## src/rtl/exc_commit_ctrl_pkg.sv

```systemverilog
// Shared CPU definitions for precise exception commit: ExcCodes, flush masks,
// controller state encoding and the priority-picker result record.
package exc_commit_ctrl_pkg;

  localparam logic [4:0] EXC_INT  = 5'd0;
  localparam logic [4:0] EXC_ADEL = 5'd4;
  localparam logic [4:0] EXC_ADES = 5'd5;
  localparam logic [4:0] EXC_SYS  = 5'd8;
  localparam logic [4:0] EXC_BP   = 5'd9;
  localparam logic [4:0] EXC_RI   = 5'd10;
  localparam logic [4:0] EXC_OV   = 5'd12;

  localparam logic [31:0] EXC_VECTOR_DEF = 32'hBFC0_0380;

  // flush[0]=IF/ID, [1]=ID/EX, [2]=EX/MEM, [3]=MEM/WB
  localparam logic [3:0] FLUSH_MEM   = 4'b1111;
  localparam logic [3:0] FLUSH_EX    = 4'b0111;
  localparam logic [3:0] FLUSH_ID    = 4'b0011;
  localparam logic [3:0] FLUSH_DRAIN = 4'b0001;

  typedef enum logic [1:0] {
    ST_IDLE     = 2'd0,
    ST_COMMIT   = 2'd1,
    ST_REDIRECT = 2'd2,
    ST_DRAIN    = 2'd3
  } state_e;

  typedef enum logic {
    KIND_EXC  = 1'b0,
    KIND_ERET = 1'b1
  } kind_e;

  typedef struct packed {
    logic        take;
    kind_e       kind;
    logic [4:0]  code;
    logic [31:0] pc;
    logic        bd;
    logic [31:0] badvaddr;
    logic [3:0]  mask;
  } sel_t;

  // A delay-slot victim restarts at its branch, one word earlier.
  function automatic logic [31:0] epc_of(input logic [31:0] pc, input logic bd);
    return bd ? (pc - 32'd4) : pc;
  endfunction

  function automatic logic is_addr_exc(input logic [4:0] code);
    return (code == EXC_ADEL) || (code == EXC_ADES);
  endfunction

endpackage

```

## src/rtl/exc_commit_ctrl_if.sv

```systemverilog
// Pipeline/CP0/IF-side signal bundle of the exception commit controller.
interface exc_commit_ctrl_if;
  logic        mem_exc_valid;
  logic [4:0]  mem_exc_code;
  logic [31:0] mem_pc;
  logic        mem_in_ds;
  logic [31:0] mem_badvaddr;
  logic        ex_exc_valid;
  logic [4:0]  ex_exc_code;
  logic [31:0] ex_pc;
  logic        ex_in_ds;
  logic        id_exc_valid;
  logic [4:0]  id_exc_code;
  logic [31:0] id_pc;
  logic        id_in_ds;
  logic [31:0] id_badvaddr;
  logic        int_pending;
  logic        cp0_exl;
  logic [31:0] cp0_epc;
  logic        eret_valid;
  logic        if_ready;

  logic        stall_all;
  logic [3:0]  flush;
  logic        redirect_valid;
  logic [31:0] redirect_pc;
  logic        cp0_exc_we;
  logic [4:0]  cp0_excode;
  logic [31:0] cp0_epc_wdata;
  logic        cp0_bd;
  logic        cp0_badvaddr_we;
  logic [31:0] cp0_badvaddr;
  logic        cp0_clr_exl;

  modport master (
    output mem_exc_valid, mem_exc_code, mem_pc, mem_in_ds, mem_badvaddr,
    output ex_exc_valid, ex_exc_code, ex_pc, ex_in_ds,
    output id_exc_valid, id_exc_code, id_pc, id_in_ds, id_badvaddr,
    output int_pending, cp0_exl, cp0_epc, eret_valid, if_ready,
    input  stall_all, flush, redirect_valid, redirect_pc,
    input  cp0_exc_we, cp0_excode, cp0_epc_wdata, cp0_bd,
    input  cp0_badvaddr_we, cp0_badvaddr, cp0_clr_exl
  );

  modport slave (
    input  mem_exc_valid, mem_exc_code, mem_pc, mem_in_ds, mem_badvaddr,
    input  ex_exc_valid, ex_exc_code, ex_pc, ex_in_ds,
    input  id_exc_valid, id_exc_code, id_pc, id_in_ds, id_badvaddr,
    input  int_pending, cp0_exl, cp0_epc, eret_valid, if_ready,
    output stall_all, flush, redirect_valid, redirect_pc,
    output cp0_exc_we, cp0_excode, cp0_epc_wdata, cp0_bd,
    output cp0_badvaddr_we, cp0_badvaddr, cp0_clr_exl
  );
endinterface

```

## src/rtl/exc_commit_ctrl_prio_sel.sv

```systemverilog
// Combinational oldest-first picker over MEM/ERET/EX/ID/interrupt requests.
module exc_prio_sel
  import exc_commit_ctrl_pkg::*;
(
  input  logic        mem_exc_valid,
  input  logic [4:0]  mem_exc_code,
  input  logic [31:0] mem_pc,
  input  logic        mem_in_ds,
  input  logic [31:0] mem_badvaddr,
  input  logic        eret_valid,
  input  logic        ex_exc_valid,
  input  logic [4:0]  ex_exc_code,
  input  logic [31:0] ex_pc,
  input  logic        ex_in_ds,
  input  logic        id_exc_valid,
  input  logic [4:0]  id_exc_code,
  input  logic [31:0] id_pc,
  input  logic        id_in_ds,
  input  logic [31:0] id_badvaddr,
  input  logic        int_pending,
  input  logic        cp0_exl,
  output sel_t        sel
);

  always_comb begin
    sel      = '0;
    sel.kind = KIND_EXC;
    if (mem_exc_valid) begin
      sel.take     = 1'b1;
      sel.code     = mem_exc_code;
      sel.pc       = mem_pc;
      sel.bd       = mem_in_ds;
      sel.badvaddr = mem_badvaddr;
      sel.mask     = FLUSH_MEM;
    end else if (eret_valid) begin
      sel.take = 1'b1;
      sel.kind = KIND_ERET;
      sel.mask = FLUSH_MEM;
    end else if (ex_exc_valid) begin
      sel.take = 1'b1;
      sel.code = ex_exc_code;
      sel.pc   = ex_pc;
      sel.bd   = ex_in_ds;
      sel.mask = FLUSH_EX;
    end else if (id_exc_valid) begin
      sel.take     = 1'b1;
      sel.code     = id_exc_code;
      sel.pc       = id_pc;
      sel.bd       = id_in_ds;
      sel.badvaddr = id_badvaddr;
      sel.mask     = FLUSH_ID;
    end else if (int_pending && !cp0_exl) begin
      // Interrupt rides on the ID instruction, which has not executed yet.
      sel.take = 1'b1;
      sel.code = EXC_INT;
      sel.pc   = id_pc;
      sel.bd   = id_in_ds;
      sel.mask = FLUSH_ID;
    end
  end

endmodule

```

## src/rtl/exc_commit_ctrl.sv

```systemverilog
// Precise exception / ERET commit sequencer: take -> COMMIT -> REDIRECT -> DRAIN.
module exc_commit_ctrl
  import exc_commit_ctrl_pkg::*;
#(
  parameter logic [31:0] EXC_VECTOR = EXC_VECTOR_DEF
) (
  input  logic             clk,
  input  logic             resetn,
  exc_commit_ctrl_if.slave bus
);

  sel_t   sel;
  state_e state_q, state_d;

  kind_e       kind_q;
  logic [4:0]  code_q;
  logic [31:0] epc_q;
  logic        bd_q;
  logic        bva_we_q;
  logic [31:0] bva_q;
  logic [3:0]  mask_q;
  logic [31:0] target_q;

  exc_prio_sel u_sel (
    .mem_exc_valid (bus.mem_exc_valid),
    .mem_exc_code  (bus.mem_exc_code),
    .mem_pc        (bus.mem_pc),
    .mem_in_ds     (bus.mem_in_ds),
    .mem_badvaddr  (bus.mem_badvaddr),
    .eret_valid    (bus.eret_valid),
    .ex_exc_valid  (bus.ex_exc_valid),
    .ex_exc_code   (bus.ex_exc_code),
    .ex_pc         (bus.ex_pc),
    .ex_in_ds      (bus.ex_in_ds),
    .id_exc_valid  (bus.id_exc_valid),
    .id_exc_code   (bus.id_exc_code),
    .id_pc         (bus.id_pc),
    .id_in_ds      (bus.id_in_ds),
    .id_badvaddr   (bus.id_badvaddr),
    .int_pending   (bus.int_pending),
    .cp0_exl       (bus.cp0_exl),
    .sel           (sel)
  );

  wire take = (state_q == ST_IDLE) && sel.take;
  wire take_bva = (sel.kind == KIND_EXC) && is_addr_exc(sel.code);

  always_ff @(posedge clk or negedge resetn) begin
    if (!resetn) begin
      state_q  <= ST_IDLE;
      kind_q   <= KIND_EXC;
      code_q   <= '0;
      epc_q    <= '0;
      bd_q     <= 1'b0;
      bva_we_q <= 1'b0;
      bva_q    <= '0;
      mask_q   <= '0;
      target_q <= '0;
    end else begin
      state_q <= state_d;
      if (take) begin
        kind_q   <= sel.kind;
        code_q   <= sel.code;
        // Nested exception under EXL: CP0 keeps the original EPC.
        epc_q    <= bus.cp0_exl ? bus.cp0_epc : epc_of(sel.pc, sel.bd);
        bd_q     <= sel.bd;
        bva_we_q <= take_bva;
        bva_q    <= take_bva ? sel.badvaddr : '0;
        mask_q   <= sel.mask;
        target_q <= (sel.kind == KIND_ERET) ? bus.cp0_epc : EXC_VECTOR;
      end
    end
  end

  logic        stall_all, redirect_valid, cp0_exc_we, cp0_bd;
  logic        cp0_badvaddr_we, cp0_clr_exl;
  logic [3:0]  flush;
  logic [4:0]  cp0_excode;
  logic [31:0] redirect_pc, cp0_epc_wdata, cp0_badvaddr;

  always_comb begin
    state_d         = state_q;
    stall_all       = 1'b0;
    flush           = '0;
    redirect_valid  = 1'b0;
    redirect_pc     = '0;
    cp0_exc_we      = 1'b0;
    cp0_excode      = '0;
    cp0_epc_wdata   = '0;
    cp0_bd          = 1'b0;
    cp0_badvaddr_we = 1'b0;
    cp0_badvaddr    = '0;
    cp0_clr_exl     = 1'b0;
    case (state_q)
      ST_IDLE: begin
        if (sel.take) begin
          stall_all = 1'b1;
          state_d   = ST_COMMIT;
        end
      end
      ST_COMMIT: begin
        stall_all = 1'b1;
        flush     = mask_q;
        if (kind_q == KIND_ERET) begin
          cp0_clr_exl = 1'b1;
        end else begin
          cp0_exc_we      = 1'b1;
          cp0_excode      = code_q;
          cp0_epc_wdata   = epc_q;
          cp0_bd          = bd_q;
          cp0_badvaddr_we = bva_we_q;
          cp0_badvaddr    = bva_q;
        end
        state_d = ST_REDIRECT;
      end
      ST_REDIRECT: begin
        stall_all      = 1'b1;
        redirect_valid = 1'b1;
        redirect_pc    = target_q;
        if (bus.if_ready) state_d = ST_DRAIN;
      end
      ST_DRAIN: begin
        flush   = FLUSH_DRAIN;
        state_d = ST_IDLE;
      end
      default: state_d = ST_IDLE;
    endcase
  end

  assign bus.stall_all       = stall_all;
  assign bus.flush           = flush;
  assign bus.redirect_valid  = redirect_valid;
  assign bus.redirect_pc     = redirect_pc;
  assign bus.cp0_exc_we      = cp0_exc_we;
  assign bus.cp0_excode      = cp0_excode;
  assign bus.cp0_epc_wdata   = cp0_epc_wdata;
  assign bus.cp0_bd          = cp0_bd;
  assign bus.cp0_badvaddr_we = cp0_badvaddr_we;
  assign bus.cp0_badvaddr    = cp0_badvaddr;
  assign bus.cp0_clr_exl     = cp0_clr_exl;

endmodule
```

## src/flat_wrapper.sv

```systemverilog
// flat-port wrapper written by rule: the top's interface ports become plain ports
module exc_commit_ctrl_flat import exc_commit_ctrl_pkg::*;
#(
  parameter logic [31:0] EXC_VECTOR = EXC_VECTOR_DEF
)
  (clk, resetn, bus_mem_exc_valid, bus_mem_exc_code, bus_mem_pc, bus_mem_in_ds, bus_mem_badvaddr, bus_ex_exc_valid, bus_ex_exc_code, bus_ex_pc, bus_ex_in_ds, bus_id_exc_valid, bus_id_exc_code, bus_id_pc, bus_id_in_ds, bus_id_badvaddr, bus_int_pending, bus_cp0_exl, bus_cp0_epc, bus_eret_valid, bus_if_ready, bus_stall_all, bus_flush, bus_redirect_valid, bus_redirect_pc, bus_cp0_exc_we, bus_cp0_excode, bus_cp0_epc_wdata, bus_cp0_bd, bus_cp0_badvaddr_we, bus_cp0_badvaddr, bus_cp0_clr_exl);
  exc_commit_ctrl_if bus_i ();
  input  logic clk;
  input  logic resetn;
  input wire logic [$bits(bus_i.mem_exc_valid)-1:0] bus_mem_exc_valid;
  input wire logic [$bits(bus_i.mem_exc_code)-1:0] bus_mem_exc_code;
  input wire logic [$bits(bus_i.mem_pc)-1:0] bus_mem_pc;
  input wire logic [$bits(bus_i.mem_in_ds)-1:0] bus_mem_in_ds;
  input wire logic [$bits(bus_i.mem_badvaddr)-1:0] bus_mem_badvaddr;
  input wire logic [$bits(bus_i.ex_exc_valid)-1:0] bus_ex_exc_valid;
  input wire logic [$bits(bus_i.ex_exc_code)-1:0] bus_ex_exc_code;
  input wire logic [$bits(bus_i.ex_pc)-1:0] bus_ex_pc;
  input wire logic [$bits(bus_i.ex_in_ds)-1:0] bus_ex_in_ds;
  input wire logic [$bits(bus_i.id_exc_valid)-1:0] bus_id_exc_valid;
  input wire logic [$bits(bus_i.id_exc_code)-1:0] bus_id_exc_code;
  input wire logic [$bits(bus_i.id_pc)-1:0] bus_id_pc;
  input wire logic [$bits(bus_i.id_in_ds)-1:0] bus_id_in_ds;
  input wire logic [$bits(bus_i.id_badvaddr)-1:0] bus_id_badvaddr;
  input wire logic [$bits(bus_i.int_pending)-1:0] bus_int_pending;
  input wire logic [$bits(bus_i.cp0_exl)-1:0] bus_cp0_exl;
  input wire logic [$bits(bus_i.cp0_epc)-1:0] bus_cp0_epc;
  input wire logic [$bits(bus_i.eret_valid)-1:0] bus_eret_valid;
  input wire logic [$bits(bus_i.if_ready)-1:0] bus_if_ready;
  output wire logic [$bits(bus_i.stall_all)-1:0] bus_stall_all;
  output wire logic [$bits(bus_i.flush)-1:0] bus_flush;
  output wire logic [$bits(bus_i.redirect_valid)-1:0] bus_redirect_valid;
  output wire logic [$bits(bus_i.redirect_pc)-1:0] bus_redirect_pc;
  output wire logic [$bits(bus_i.cp0_exc_we)-1:0] bus_cp0_exc_we;
  output wire logic [$bits(bus_i.cp0_excode)-1:0] bus_cp0_excode;
  output wire logic [$bits(bus_i.cp0_epc_wdata)-1:0] bus_cp0_epc_wdata;
  output wire logic [$bits(bus_i.cp0_bd)-1:0] bus_cp0_bd;
  output wire logic [$bits(bus_i.cp0_badvaddr_we)-1:0] bus_cp0_badvaddr_we;
  output wire logic [$bits(bus_i.cp0_badvaddr)-1:0] bus_cp0_badvaddr;
  output wire logic [$bits(bus_i.cp0_clr_exl)-1:0] bus_cp0_clr_exl;
  assign bus_i.mem_exc_valid = bus_mem_exc_valid;
  assign bus_i.mem_exc_code = bus_mem_exc_code;
  assign bus_i.mem_pc = bus_mem_pc;
  assign bus_i.mem_in_ds = bus_mem_in_ds;
  assign bus_i.mem_badvaddr = bus_mem_badvaddr;
  assign bus_i.ex_exc_valid = bus_ex_exc_valid;
  assign bus_i.ex_exc_code = bus_ex_exc_code;
  assign bus_i.ex_pc = bus_ex_pc;
  assign bus_i.ex_in_ds = bus_ex_in_ds;
  assign bus_i.id_exc_valid = bus_id_exc_valid;
  assign bus_i.id_exc_code = bus_id_exc_code;
  assign bus_i.id_pc = bus_id_pc;
  assign bus_i.id_in_ds = bus_id_in_ds;
  assign bus_i.id_badvaddr = bus_id_badvaddr;
  assign bus_i.int_pending = bus_int_pending;
  assign bus_i.cp0_exl = bus_cp0_exl;
  assign bus_i.cp0_epc = bus_cp0_epc;
  assign bus_i.eret_valid = bus_eret_valid;
  assign bus_i.if_ready = bus_if_ready;
  assign bus_stall_all = bus_i.stall_all;
  assign bus_flush = bus_i.flush;
  assign bus_redirect_valid = bus_i.redirect_valid;
  assign bus_redirect_pc = bus_i.redirect_pc;
  assign bus_cp0_exc_we = bus_i.cp0_exc_we;
  assign bus_cp0_excode = bus_i.cp0_excode;
  assign bus_cp0_epc_wdata = bus_i.cp0_epc_wdata;
  assign bus_cp0_bd = bus_i.cp0_bd;
  assign bus_cp0_badvaddr_we = bus_i.cp0_badvaddr_we;
  assign bus_cp0_badvaddr = bus_i.cp0_badvaddr;
  assign bus_cp0_clr_exl = bus_i.cp0_clr_exl;
  exc_commit_ctrl #(.EXC_VECTOR(EXC_VECTOR)) u_core (.clk(clk), .resetn(resetn), .bus(bus_i));
endmodule
```

## config.mk

```make
export PLATFORM = sky130hd
export DESIGN_NAME = exc_commit_ctrl_flat
export DESIGN_NICKNAME = d
export VERILOG_FILES = /design/src/rtl/exc_commit_ctrl_pkg.sv /design/src/rtl/exc_commit_ctrl_if.sv /design/src/rtl/exc_commit_ctrl_prio_sel.sv /design/src/rtl/exc_commit_ctrl.sv /design/src/flat_wrapper.sv
export SDC_FILE = /design/constraint.sdc
export NUM_CORES = 1
export LEC_CHECK = 0
export ABC_AREA = 1
export CAP_MARGIN = 30
export CORE_ASPECT_RATIO = 0.8
export CORE_MARGIN = 2
export CORE_UTILIZATION = 47
export CTS_CLUSTER_DIAMETER = 80
export CTS_CLUSTER_SIZE = 16
export DETAILED_ROUTE_END_ITERATION = 10
export PLACE_DENSITY = 0.92
export SLEW_MARGIN = 20
export SYNTH_ARGS = -nofsm -noshare
export SYNTH_HDL_FRONTEND = slang
export SYNTH_HIERARCHICAL = 1
export SYNTH_SLANG_ARGS = --single-unit
```

## constraint.sdc

```tcl
create_clock -name clk -period 3.46 [get_ports clk]
set_clock_uncertainty 0.15 [all_clocks]
set_input_delay 0.692 -clock clk [delete_from_list [all_inputs] [get_ports clk]]
set_output_delay 0.692 -clock clk [all_outputs]
set_load 0.02 [all_outputs]
```

* Yosys cells after proc, flatten, opt, wreduce, memory -nomap -nowiden *
Cells that the tools add are included.

cells by class
  $add $sub $neg = 1
  eq/ne operators = 7
  mux-type cells = 44
  bitwise operators = 1
  reductions and logical operators = 8

operators by type and width
  kind                                                 number
  two-way mux 32 bit                                   11
  two-way mux 38 bit                                   2
  two-way mux 74 bit                                   1
  two-way mux 70 bit                                   1
  two-way mux 33 bit                                   1
  subtractor 32 x 3 -> 32 bit, second input constant   1
  two-way mux 1 bit                                    17
  equality test 5 x 3 -> 1 bit, second input constant  2
  two-way mux 5 bit                                    2
  two-way mux 2 bit                                    4
  case mux 2 bit (4 select lines)                      1
  case mux 4 bit (2 select lines)                      1
  equality test 2 bit, second input constant           2
  two-way mux 4 bit                                    1
  logical AND 1 bit                                    3
  two-way mux 3 bit                                    1
  equality test 2 x 1 -> 1 bit, second input constant  1
  zero test 2 bit                                      1
  != test 2 x 1 -> 1 bit, second input constant        1
  != test 2 bit, second input constant                 1
  case mux 1 bit (2 select lines)                      1
  AND reduction 2 bit                                  1
  OR reduction 2 bit                                   1
  zero test 1 bit                                      1
  2 further kinds                                      2

word-level totals
  bits in registers = 110
  input bits = 219
  output and inout bits = 111
  word-level logic and storage cells = 70

* Logic depth before layout (Yosys ltp) *
Gate-level depths: netlist of run 1.

  depth in word-level cells = 11
  gate-level depth with buffers = 20

* Modules after synthesis *
The synthesis of run 1 kept the hierarchy.

by module, submodules not included
  module           instances  cells an instance  area each (um2)
  exc_commit_ctrl  1          868                6267.3
  exc_prio_sel     1          319                1361.3

* Worst setup path after synthesis of run 1 *
Ideal clock, no wire load.

  path kind = input-to-output
  from = input port bus_mem_exc_valid
  to = output port bus_stall_all
  arrival time = 2.015 ns
  required time = 2.618 ns
  setup slack = 0.603 ns
  stages = 10
  path buffers = 4
  cell sequence = buf_6 -> nor2_4 -> nand2_4 -> inv_2 -> buf_4 -> nand3_1 -> buf_4 -> nand2_2 -> clkbuf_8 -> a21oi_1

RTL lines
  element      line                source
  from (decl)  flat_wrapper.sv:10  input wire logic [$bits(bus_i.mem_exc_valid)-1:0] bus_mem_exc_valid;
  to (decl)    flat_wrapper.sv:29  output wire logic [$bits(bus_i.stall_all)-1:0] bus_stall_all;

* Worst setup path in the final report of run 1 *
  from = register u_core.state_q[1]
  to = output port bus_cp0_badvaddr[13]

on the way
  longest elaborated chain between the ends = 2

RTL lines
  element                       line                   source
  from (decl)                   exc_commit_ctrl.sv:13  state_e state_q, state_d;
  from (signal assigned)        exc_commit_ctrl.sv:60  state_q <= state_d;
  equality test 2 x 1 -> 1 bit  exc_commit_ctrl.sv:94  case (state_q)
  two-way mux 32 bit            exc_commit_ctrl.sv:94
  to (decl)                     flat_wrapper.sv:38     output wire logic [$bits(bus_i.cp0_badvaddr)-1:0] bus_cp0_badvaddr;

No other way between the ends.

==> results of run 1 <==
## cell type report
| cell class | count | area (um^2) | share of cell area [%] |
|---|---|---|---|
| multi-input combinational | 838 | 3836 | 33.74 |
| timing repair buffer | 356 | 3557 | 31.29 |
| sequential | 110 | 2753 | 24.21 |
| inverter | 175 | 656.9 | 5.777 |
| tap | 215 | 269.0 | 2.366 |
| clock buffer | 9 | 225.2 | 1.981 |
| clock inverter | 7 | 72.57 | 0.6383 |
## flip-flops by register name (all words and copies together), names as in the netlist
register,cells
u_core/bva_we_q,1
u_core/code_q,5
u_core/target_q,32
u_core/bd_q,1
u_core/state_q,2
u_core/bva_q,32
u_core/epc_q,32
u_core/mask_q,4
u_core/kind_q,1
## layer usage
layer | global-route usage [%] | wire, um | vias to the layer above
li1 | - | - | 4271
met1 | 44.33 | 11880 | 3979
met2 | 47.08 | 11760 | 484
met3 | 6.240 | 2602 | 62
met4 | 10.13 | 858 | 0
met5 | 0 | 0 | -
## stage by stage
step / hold WS [ns] / worst slack [ns] / instance area, um^2 / utilization (%)
after detailed placement: 0.3153 / 0.07608 / 11060 / 69.78
after global placement: 0.3131 / 0.1097 / 11030 / 69.60
after CTS: 0.2340 / 0.07055 / 11360 / 71.66
final: 0.2045 / 0.1483 / 11370 / 71.73
after global routing: 0.2590 / 0.02352 / 11370 / 71.73
after floorplan: 0.2464 / 0.6025 / 7629 / -
## synthesized netlist by cell type, drive strengths merged
cell and n:
nand2 413, nor2 178, inv 175, dfrtp 110
nand3 90, a21oi 56, clkbuf 39, o22ai 36
buf 25, o21ai 23, a22o 16, ha 6
nand4 6, o22a 4, nor3 3, o211ai 2
a21o 1, a22oi 1, o21bai 1, o221ai 1
xor2 1
## worst max-delay path by stage
stage / startpoint / slack [ns] / endpoint / depth (start not counted)
2_1_floorplan: bus_mem_exc_valid / 0.60 / bus_stall_all / 10
3_3_place_gp: bus_ex_exc_valid / 0.11 / u_core/epc_q[31]$_DFFE_PN0P_ / 15
3_5_place_dp: bus_eret_valid / 0.08 / bus_stall_all / 8
4_1_cts: u_core/state_q[1]$_DFFE_PN0P_ / 0.07 / bus_cp0_badvaddr[18] / 8
5_1_grt: u_core/state_q[1]$_DFFE_PN0P_ / 0.02 / bus_cp0_badvaddr[13] / 8
6_report: u_core/state_q[1]$_DFFE_PN0P_ / 0.15 / bus_cp0_badvaddr[13] / 8
## repair_timing
item                                    CTS  global route
setup buffers                             0             0
gates resized for setup                   0             4
endpoints found under the setup margin    0            21
hold endpoints to repair                  0             0
## power breakdown
| group | internal [W] | total (W) | switching [W] |
|---|---|---|---|
| Sequential | 0.00176 | 0.00200 | 0.000244 |
| Clock | 0.000511 | 0.00103 | 0.000517 |
| Combinational | 0.00142 | 0.00349 | 0.00207 |
## cell families after synthesis
family / share of synthesized area [%]
AO/OA/AOI/OAI: 11.19
flip-flops: 36.08
adder cells (fa/ha/maj): 0.9841
XOR/XNOR: 0.2133
AND/OR/NAND/NOR: 37.90
buffers and inverters: 13.63
## cell usage in the layout (no fill, tap or decap), types with 6 or more instances in the layout
cell type	count
nand2_2	7
nor2_2	9
clkbuf_16	9
inv_2	6
nand2_1	402
nand3_1	89
clkdlybuf4s50_1	324
inv_1	169
a22o_1	16
nand4_1	6
a21oi_1	55
buf_4	23
dfrtp_1	110
nor2_1	161
ha_1	6
o22ai_1	36
o21ai_0	20
## worst max-delay path, stage by stage (launching register included)
cell             delay [ns]
dfrtp_1                0.42
inv_1                  0.12
ha_1                   0.19
inv_1                  0.06
nor2_1                 0.13
inv_1                  0.18
buf_6                  0.25
nor2_1                 0.13
clkdlybuf4s50_1        0.63
==> results.sh, run 1 <==
export IMPL_status="finished clean"
export IMPL_htree_levels=3
export IMPL_die_h_um=118.0
export IMPL_synth_area_um2=7629
export IMPL_syn2layout_area_growth_pct=49.04
export IMPL_synth_cells=1187
export IMPL_clk_pin_slew_ns=0.08
export IMPL_end_kind="output pin"
export IMPL_synth_top_cell_area_share_pct=36.08
export IMPL_maxSlewHeadroom_pct=49.77
export IMPL_grt_pass1_wl_mm=42.64
export IMPL_p_total_w=0.006518
export IMPL_p_per_area_nw_per_um2=573.3
export IMPL_tritoncts="yes"
export IMPL_dieArea_um2=17270
export IMPL_syn_avg_cell_area_um2=6.427
export IMPL_insertion_delay_ns=0.35
export IMPL_layout_drive_gt1_share_pct=5.619
export IMPL_drv_slew=0
export IMPL_ys_seq_elements=110
export IMPL_ant_nets=0
export IMPL_yosysSeqAreaShare_pct=36.08
export IMPL_antenna_found_initial=0
export IMPL_cts_sinks=110
export IMPL_grt_use_total_pct=30.97
export IMPL_ir_drop_uv=361.0
export IMPL_place_gp_congestion=1.015
export IMPL_die_x_um=146.4
export IMPL_rr_endpoint="u_core/target_q[19]$_DFFE_PN0P_"
export IMPL_n_antenna_cell=0
export IMPL_hp_class="in -> async"
export IMPL_nNetsFinal=1715
export IMPL_setup_viol=0
export IMPL_grt_pass1_vias=8201
export IMPL_instances_no_fill=1710
export IMPL_rsz0062_at_grt="false"
export IMPL_fmax_mhz=302.0
export IMPL_grt_overflow=0
export IMPL_io_pins=330
export IMPL_synth_area_top_cells="dfrtp_1 (36%), nand2_1 (20%), inv_1 (8.3%)"
export IMPL_rr_worst_depth=8
export IMPL_drt_first_pass_iters=7
export IMPL_placed_cells=1694
export IMPL_start_util_pct=48.13
export IMPL_ff2ff_setup_slack_ns=1.09
export IMPL_max_cap_viol_count=0
export IMPL_worst_pin_slew_ns=0.7535
export IMPL_drc=0
export IMPL_critical_path_class="reg -> out"
export IMPL_num_vias=8796
export IMPL_yosysUniqueCellTypes=34
export IMPL_cellLeakagePower_nw=5.613
export IMPL_post_drt_wl_per_cell_um=15.85
export IMPL_finalSetupTns_ns=0
export IMPL_numCtsBuffers=9
export IMPL_cts_hold_buf=0
export IMPL_dp_hpwl_mm=21.57
export IMPL_totalWireLength_mm=27.10
export IMPL_portBuffers=329
export IMPL_ctsLongestPathBuffers=2
export IMPL_synth_fp_nets=1412
export IMPL_reg2reg_from="u_core/state_q[0]$_DFFE_PN0P_"
export IMPL_via_per_inst=5.144
export IMPL_yosys_warnings=6
export IMPL_min_period_ns=3.312
export IMPL_finalHoldViolCount=0
export IMPL_rows=41
export IMPL_worstPathRequired_ns=2.62
export IMPL_period_share_pct=95.71
export IMPL_core_area_um2=15850
export IMPL_startpoint_type="register"
export IMPL_root_buffer="clkbuf_16"
export IMPL_fillers=1287
export IMPL_path_max_fanout=34
export IMPL_grt_max_degree=73
export IMPL_arrival_ns=2.47
export IMPL_synth_top_area_cell="dfrtp_1"
export IMPL_dr_first_iter_drc_count=896
(Power assumes the default switching activity.)
==> inputs of run 2 (changes only) <==
--- a/config.mk
+++ b/config.mk
@@ -13,7 +13,7 @@
 export CTS_CLUSTER_DIAMETER = 80
 export CTS_CLUSTER_SIZE = 16
 export DETAILED_ROUTE_END_ITERATION = 10
-export PLACE_DENSITY = 0.92
+export PLACE_DENSITY_LB_ADDON = 0.08
 export SLEW_MARGIN = 20
 export SYNTH_ARGS = -nofsm -noshare
 export SYNTH_HDL_FRONTEND = slang
==> run 2 against run 1 <==
Against the previous run: non-clock buffer count down 4; largest power group unchanged; largest cell class unchanged; register-to-register slack worse by 0.20 ns; worst setup slack worse by 0.031 ns; critical endpoint is now bus_cp0_badvaddr[27]; combinational power down 1%.
==> results.sh, run 2 (same netlist as run 1, synthesis figures left out) <==
export IMPL_grt_pass1_wl_mm=42.30
export IMPL_drt_first_pass_iters=5
export IMPL_ctsLongestPathBuffers=2
export IMPL_clk_pin_slew_ns=0.07
export IMPL_max_cap_viol_count=0
export IMPL_rr_worst_depth=8
export IMPL_p_per_area_nw_per_um2=570.8
export IMPL_start_util_pct=48.13
export IMPL_nNetsFinal=1711
export IMPL_dr_first_iter_drc_count=651
export IMPL_worst_path_buf_inv=5
export IMPL_root_buffer="clkbuf_16"
export IMPL_status="finished clean"
export IMPL_arrival_ns=2.50
export IMPL_finalHoldViolCount=0
export IMPL_critical_path_class="reg -> out"
export IMPL_tritoncts="yes"
export IMPL_largestRegisters="u_core/bva_q x32, u_core/epc_q x32, u_core/target_q x32"
export IMPL_grt_max_degree=80
export IMPL_swShare_pct=43.13
export IMPL_slowest_delay_ns=0.63
export IMPL_combPwrFrac_pct=53.1
export IMPL_antenna_found_initial=1
export IMPL_path_cells="inv_1, ha_2, inv_1, nor2_1, inv_2, buf_6, nor2_1, clkdlybuf4s50_1"
export IMPL_maxSlewHeadroom_pct=52.15
export IMPL_layout_drive_gt1_share_pct=5.500
export IMPL_io_pins=330
export IMPL_htree_levels=3
export IMPL_cpMaxStageDelayCell="clkdlybuf4s50_1"
export IMPL_seqPwrFrac_pct=30.9
export IMPL_core_area_um2=15850
export IMPL_worst_pin_slew_ns=0.7178
export IMPL_finalSetupTns_ns=0
export IMPL_die_x_um=146.4
export IMPL_rows=41
export IMPL_crit_family="buffers and inverters"
export IMPL_fmax_mhz=299.1
export IMPL_rr_endpoint="u_core/target_q[6]$_DFFE_PN0P_"
export IMPL_cts_hold_buf=0
export IMPL_reg2reg_from="u_core/state_q[0]$_DFFE_PN0P_"
export IMPL_portBuffers=329
export IMPL_p_sw_w=0.002803
export IMPL_startpoint_type="register"
export IMPL_post_drt_wl_per_cell_um=15.37
export IMPL_p_total_w=0.006499
export IMPL_p_int_w=0.003696
export IMPL_via_per_inst=5.030
export IMPL_end_kind="output pin"
export IMPL_crit_end="bus_cp0_badvaddr[27]"
export IMPL_totalWireLength_mm=26.23
export IMPL_dp_hpwl_mm=20.51
export IMPL_num_vias=8586
export IMPL_ir_drop_uv=389.5
export IMPL_ff2ff_setup_slack_ns=0.89
export IMPL_die_h_um=118.0
export IMPL_grt_overflow=0
export IMPL_ant_nets=0
export IMPL_final_cell_mix="nand2_1 (402), clkdlybuf4s50_1 (319), inv_1 (168)"
export IMPL_period_share_pct=96.62
export IMPL_numCtsBuffers=9
export IMPL_crit_cells=8
export IMPL_cellLeakagePower_nw=5.702
export IMPL_drv_slew=0
export IMPL_place_gp_congestion=0.9529
export IMPL_insertion_delay_ns=0.36
export IMPL_crit_start="u_core/state_q[1]$_DFFE_PN0P_"
export IMPL_mostFrequentLayoutCell="nand2_1"
export IMPL_dieArea_um2=17270
export IMPL_min_period_ns=3.343
export IMPL_grt_pass1_vias=8206
export IMPL_worstPathRequired_ns=2.62
export IMPL_hp_class="in -> async"
export IMPL_syn2layout_area_growth_pct=49.24
export IMPL_path_max_fanout=26
export IMPL_drc=0
export IMPL_grt_use_total_pct=30.68
export IMPL_setup_viol=0
export IMPL_clkPwrFrac_pct=16.0
export IMPL_cts_sinks=110
-- run 2: cell count changes in the layout (fill, tap and decap cells not counted) --
| cell | before | now |
|---|---|---|
| diode_2 | 0 | 1 |
| dlymetal6s2s_1 | 3 | 8 |
| buf_12 | 3 | 5 |
| ha_2 | 0 | 1 |
| buf_4 | 23 | 17 |
| inv_8 | 0 | 1 |
| inv_1 | 169 | 168 |
| inv_2 | 6 | 7 |
| ha_1 | 6 | 5 |
| clkinv_4 | 0 | 1 |
| inv_6 | 4 | 2 |
| clkdlybuf4s50_1 | 324 | 319 |
-- run 2: how the worst min path moves through the flow --
stage | startpoint | end | slack (ns) | cells past startpoint
after floorplan | resetn | u_core/bd_q$_DFFE_PN0P_ | 0.25 | 0
after global placement | u_core/epc_q[29]$_DFFE_PN0P_ | u_core/epc_q[29]$_DFFE_PN0P_ | 0.31 | 2
after detailed placement | u_core/epc_q[26]$_DFFE_PN0P_ | u_core/epc_q[26]$_DFFE_PN0P_ | 0.32 | 2
after CTS | resetn | u_core/bva_q[9]$_DFFE_PN0P_ | 0.32 | 1
after global routing | resetn | u_core/bva_q[9]$_DFFE_PN0P_ | 0.03 | 1
final | resetn | u_core/bva_q[9]$_DFFE_PN0P_ | 0.03 | 1
-- run 2: what timing repair did --
item | 4_1_cts | 5_1_grt
buffers inserted | 0 | 0
setup endpoints to repair | 26 | 35
resized for setup | 1 | 10
cloned | 0 | 0
-- run 2: power groups by stage --
stage / registers [W] / clock network (W) / logic, W
after floorplan: 0.00195 / 0 / 0.00207
after global placement: 0.00200 / 0 / 0.00335
after detailed placement: 0.00202 / 0 / 0.00342
after CTS: 0.00200 / 0.00106 / 0.00343
after global routing: 0.00206 / 0.00111 / 0.00378
final: 0.00201 / 0.00104 / 0.00345
-- run 2: worst reg2reg max path, delay by kind of cell (launching register included) --
kind | cells | cell delay, ns
flops | 1 | 0.39
buf+inv | 4 | 1.07
fa+ha+maj | 1 | 0.25
simple gates | 2 | 0.33
compound gates | 1 | 0.26
-- run 2: layout make-up --
type / instances / area (um^2)
sequential: 110 / 2753
clock inverter: 7 / 75.07
fill: 1346 / 4467
tap: 215 / 269.0
timing repair buffer: 352 / 3565
multi-input combinational: 838 / 3839
inverter: 175 / 656.9
antenna: 1 / 2.502
clock buffer: 9 / 225.2
-- run 2: stage by stage --
stage	instances	util (%)	hold WS (ns)	worst slack, ns	instance area, um^2
3_3_place_gp	1689	69.57	0.3132	0.05023	11030
6_report	1707	71.82	0.03184	0.1170	11380
3_5_place_dp	1689	69.57	0.3164	-0.07375	11030
2_1_floorplan	1187	-	0.2464	0.6025	7629
5_1_grt	1707	71.82	0.03494	-0.01842	11380
4_1_cts	1705	71.48	0.3191	0.0006304	11330
-- run 2: layer usage --
layer	up-vias	track usage [%]	part of all wire [%]
met5	-	0	0
li1	4263	-	-
met1	3921	43.38	45
met2	361	47.35	45
met4	0	8.192	2.2
met3	41	7.209	8.1
